<file path="src/rtl/serial_adder_pkg.sv">
// Shared types and helpers for the multi-cycle serial adder/subtractor.
package serial_adder_pkg;

  typedef enum logic [1:0] {
    ST_IDLE = 2'd0,
    ST_RUN  = 2'd1,
    ST_DONE = 2'd2
  } state_e;

  // Width of a counter that must hold 0..n-1; never narrower than one bit.
  function automatic int unsigned cnt_width(input int unsigned n);
    return (n > 1) ? $clog2(n) : 1;
  endfunction

endpackage

</file>
<file path="src/rtl/serial_adder_fa.sv">
// Single-bit full adder; the building block of the serial adder's ripple slice.
module full_adder_1b (
  input  logic a,
  input  logic b,
  input  logic cin,
  output logic sum,
  output logic cout
);

  assign sum  = a ^ b ^ cin;
  assign cout = (a & b) | (cin & (a ^ b));

endmodule

</file>
<file path="src/rtl/serial_adder.sv">
// WIDTH-bit adder/subtractor that ripples BITS_PER_CYCLE bits per clock through
// a slice of full adders, with a registered carry between chunks.
module serial_adder
  import serial_adder_pkg::*;
#(
  parameter int unsigned WIDTH          = 8,
  parameter int unsigned BITS_PER_CYCLE = 1
) (
  input  logic             clk,
  input  logic             rst,
  input  logic             start,
  input  logic [WIDTH-1:0] a,
  input  logic [WIDTH-1:0] b,
  input  logic             cin,
  input  logic             sub,
  output logic             busy,
  output logic             done,
  output logic [WIDTH-1:0] sum,
  output logic             cout,
  output logic             overflow
);

  localparam int unsigned BPC = BITS_PER_CYCLE;
  localparam int unsigned N   = WIDTH / BPC;
  localparam int unsigned CW  = cnt_width(N);

  if (WIDTH < 2 || BPC == 0 || (WIDTH % BPC) != 0) begin : g_bad_params
    $error("serial_adder: WIDTH must be >= 2 and divisible by BITS_PER_CYCLE");
  end

  state_e           state_q, state_d;
  logic [CW-1:0]    cnt_q, cnt_d;
  logic [WIDTH-1:0] a_q, a_d;
  logic [WIDTH-1:0] b_q, b_d;
  logic [WIDTH-1:0] res_q, res_d;
  logic [WIDTH-1:0] sum_q, sum_d;
  logic             carry_q, carry_d;
  logic             cout_q, cout_d;
  logic             ovf_q, ovf_d;

  logic [BPC:0]         c;
  logic [BPC-1:0]       s;
  logic [WIDTH+BPC-1:0] res_cat;
  logic [WIDTH-1:0]     res_shift;
  logic                 last_chunk;

  assign c[0] = carry_q;

  for (genvar i = 0; i < BPC; i++) begin : g_slice
    full_adder_1b u_fa (
      .a   (a_q[i]),
      .b   (b_q[i]),
      .cin (c[i]),
      .sum (s[i]),
      .cout(c[i+1])
    );
  end

  // Partial results build up in res_q; the visible sum only updates on the
  // final chunk so it stays stable for the whole RUN phase.
  assign res_cat    = {s, res_q};
  assign res_shift  = res_cat[WIDTH+BPC-1:BPC];
  assign last_chunk = (cnt_q == CW'(N - 1));

  always_comb begin
    state_d = state_q;
    cnt_d   = cnt_q;
    a_d     = a_q;
    b_d     = b_q;
    res_d   = res_q;
    sum_d   = sum_q;
    carry_d = carry_q;
    cout_d  = cout_q;
    ovf_d   = ovf_q;
    unique case (state_q)
      ST_IDLE: begin
        if (start) begin
          state_d = ST_RUN;
          a_d     = a;
          b_d     = sub ? ~b : b;
          carry_d = sub ? 1'b1 : cin;
          cnt_d   = '0;
          res_d   = '0;
          sum_d   = '0;
          cout_d  = 1'b0;
          ovf_d   = 1'b0;
        end
      end
      ST_RUN: begin
        a_d     = a_q >> BPC;
        b_d     = b_q >> BPC;
        res_d   = res_shift;
        carry_d = c[BPC];
        cnt_d   = cnt_q + CW'(1);
        if (last_chunk) begin
          state_d = ST_DONE;
          cnt_d   = '0;
          sum_d   = res_shift;
          cout_d  = c[BPC];
          ovf_d   = c[BPC] ^ c[BPC-1];
        end
      end
      ST_DONE: state_d = ST_IDLE;
      default: state_d = ST_IDLE;
    endcase
  end

  always_ff @(posedge clk) begin
    if (rst) begin
      state_q <= ST_IDLE;
      cnt_q   <= '0;
      a_q     <= '0;
      b_q     <= '0;
      res_q   <= '0;
      sum_q   <= '0;
      carry_q <= 1'b0;
      cout_q  <= 1'b0;
      ovf_q   <= 1'b0;
    end else begin
      state_q <= state_d;
      cnt_q   <= cnt_d;
      a_q     <= a_d;
      b_q     <= b_d;
      res_q   <= res_d;
      sum_q   <= sum_d;
      carry_q <= carry_d;
      cout_q  <= cout_d;
      ovf_q   <= ovf_d;
    end
  end

  assign busy     = (state_q == ST_RUN) || (state_q == ST_DONE);
  assign done     = (state_q == ST_DONE);
  assign sum      = sum_q;
  assign cout     = cout_q;
  assign overflow = ovf_q;

endmodule

</file>
<file path="config.mk">
export PLATFORM = sky130hd
export DESIGN_NAME = serial_adder
export DESIGN_NICKNAME = d
export VERILOG_FILES = /design/src/rtl/serial_adder_pkg.sv /design/src/rtl/serial_adder_fa.sv /design/src/rtl/serial_adder.sv
export SDC_FILE = /design/constraint.sdc
export NUM_CORES = 1
export LEC_CHECK = 0
export BUFFER_PORTS_ARGS = -buffer_cell sky130_fd_sc_hd__buf_2
export CAP_MARGIN = 40
export CORE_ASPECT_RATIO = 1.5
export CORE_MARGIN = 3
export CORE_UTILIZATION = 50
export CTS_CLUSTER_SIZE = 24
export DETAILED_ROUTE_END_ITERATION = 16
export GPL_ROUTABILITY_DRIVEN = 1
export PLACE_DENSITY = 0.75
export SETUP_SLACK_MARGIN = 0.1
export SLEW_MARGIN = 0
export SYNTH_ARGS = -nofsm -noshare
export SYNTH_HDL_FRONTEND = slang
export SYNTH_SLANG_ARGS = --single-unit
</file>
<file path="constraint.sdc">
create_clock -name clk -period 1.45 [get_ports clk]
set_input_delay 0.0725 -clock clk [delete_from_list [all_inputs] [get_ports clk]]
set_output_delay 0.0725 -clock clk [all_outputs]
set_load 0.01 [all_outputs]
</file>
==> metrics.txt <==
run status finished, violations left; failing checks negative setup slack; final count of pins violating max slew 0; Worst Setup End Kind register; number of I/O pins 33; average routed wire per standard cell 15.9 um; number of enable flip-flop cells after synthesis 0; actual slew at the worst max-slew pin 422 ps; total of endpoints with negative setup slack in the final report 9; syn nets 208; most used flip-flop cell after synthesis dfxtp_1; detailed-route vias per instance 5.63; worst clock skew 3.31 ps; maximum clock frequency 684 MHz; clock tree buffer depth 2; final worst path period share 101%; Routability Congestion 0.726; Area growth syn-to-layout 24.9%; combinational family with the most area after synthesis compound AO/OA/AOI/OAI gates; root buffer cell clkbuf_8; detailed-placement wirelength estimate 2890 um; Post-Route WL 4170 um; synthesized-area fraction occupied by and/or/nand/nor cells 11.8%; CP Launch Type register; cell count after synthesis 179; Initial DRC Count 25; required time reported for the critical path endpoint 1690 ps; TritonCTS clock tree done; multi-input logic area 1090 um2; worst slew margin relative to its limit 71.8%; total via count after detailed routing 1,481; die area 4610 um2; initial antenna violation count 0; most numerous cell types in the synthesized netlist dfxtp_1, nor2_1, a32oi_1; Clock H-tree levels 2; starting utilization of the core area 53.8%; Leakage Power 0.000957 uW; final core utilization 67.1%; Filler Cells Inserted 292; via count of the first global-routing pass 1,507; Nets 249; multiplexer share of the synthesized area 4.99%; count of synthesis-stage warnings from yosys 0; port buffer count 32; share of synthesized flip-flops with an asynchronous set or reset 0%; leading area contributor after synthesis dfxtp_1; class of the most critical setup path register to register; Netlist Area Pre-Place 1910 um2; Peak VDD IR 761 uV; flip-flop and latch count after synthesis 39; Worst Setup Slack, final -11.9 ps; average footprint of a synthesized cell 10.7 um2; Routed Antenna Nets 0; pin count of the biggest net entering global routing 32; Tightest Hold Check Type input pin to register; max cap viols 0; total global-route track usage 19.7%; # DRC 0; Critical Path Fanout Max 6; sum of negative setup slack -46.1 ps; count of different cell masters after synthesis 36; Clock Latency Late Sink 290 ps; cts bufs inserted 5; time the final worst path needs with I/O delays and setup 1460 ps; Post-CTS Hold Fix Bufs 0; first-pass GRT wire length 7000 um; Fin. Hold Viols 0; ratio of cells with drive above 1 in the final layout 44.8%; Clock Sinks 39; total iterations of the first detailed-routing run 7; data arrival time of the critical path 1700 ps; remaining global-route overflow 0; clock slew at reported path FFs 70 ps; power density over the cells 1140 nW/um2; diode count 0; most common cell in the synthesized netlist dfxtp_1; main area contributors after synthesis dfxtp_1, a211oi_2, a32oi_1, ha_1, o211ai_2; setup repair after global routing missed its margin yes; adder-cell area share of the yosys netlist 5.64%; area of the core 3550 um2; sequential share of the synthesized area 40.9%; synthesized-area fraction occupied by ao, oa, aoi and oai cells 25.5%; fraction of post-synthesis cell area in the top cell type by area 40.9%; Rows 26; Die Y-Extent 81.6 um; area occupied by registers 791 um2; xor/xnor cell area share of the yosys netlist 4.13%; Chip Width 56.4 um
-- cell families after synthesis --
group	after synthesis
DFF	39
buffers and inverters	18
AOI/OAI and AO/OA	52
and+or+nand+nor	44
muxes	9
xor gates and xnor gates	9
adders and majority gates	8
-- what timing repair did --
item / CTS / global route
pin swaps: 12 / 3
endpoints found under the setup margin: 38 / 38
gates cloned: 3 / 0
resized for setup: 16 / 9
buffers inserted: 2 / 2
-- worst max-delay path: stages, from the launching register on --
cell	delay, ps
dfxtp_4	360
inv_4	80
ha_4	170
mux2_4	400
a21oi_4	220
a22o_1	180
-- per-layer routing --
layer / GRT usage [%] / vias up / routed length (um)
met4: 8.79 / 0 / 71
met2: 38.5 / 40 / 2380
met1: 20.2 / 705 / 1560
li1: - / 729 / -
met3: 3.30 / 7 / 148
met5: 0 / - / 0
-- area by class of cell --
class                           count  share of cell area [%]
Sequential cell                    39                    33.2
Clock inverter                      2                   0.525
Inverter                            4                   0.841
Tap cell                           42                    2.21
Timing Repair Buffer               47                    14.5
Multi-Input combinational cell    123                    45.7
Clock buffer                        6                    3.05
-- per-stage QoR --
step | area [um2] | total power [uW] | worst slack, ps | hold slack (ps) | std cells
after floorplan | 1920 | 1730 | 95.9 | 221 | 179
after global placement | 2120 | 1830 | 23.2 | 313 | 249
after detailed placement | 2120 | 1870 | -48.1 | 324 | 249
after CTS | 2340 | 2690 | 0.278 | 12.7 | 262
after global routing | 2380 | 2840 | -89.3 | 30.8 | 263
final | 2380 | 2710 | -11.9 | 17.0 | 263
-- power by group --
part / internal, uW / switching, uW / leakage [uW]
combinational: 379 / 413 / 0.000596
sequential: 1150 / 59.2 / 0.000320
clock: 336 / 375 / 0.0000412
total: 1860 / 847 / 0.000957
-- state kept, by name, summed over array words and instances, names as in the netlist --
register,count
carry_q,1
b_q,8
state_q,2
sum,8
res_q,7
cout,1
cnt_q,3
overflow,1
a_q,8
-- placed cells by master, fill, tap and decap left out, drive strengths merged, types with 2 or more instances in the layout --
master	netlist	layout
o21ai	2	2
buf	13	47
a22oi	2	2
nand2	9	9
xor2	9	9
ha	7	7
a32oi	10	10
a22o	9	9
dfxtp	39	39
nand2b	10	10
a211oi	7	7
o211ai	7	7
a21oi	12	13
nor2	19	19
mux2i	8	8
clkbuf	1	6
inv	4	4
-- worst paths after layout --
path,start,end,slack (ps),depth (start not counted)
setup / recovery,state_q[1],overflow,-10,5
hold / removal,a[7],a_q[7],20,3
setup reg to reg,state_q[1],overflow,-10,5
hold reg to reg,b_q[1],b_q[1],470,2
Note: power is estimated with default switching activity, not from simulation.
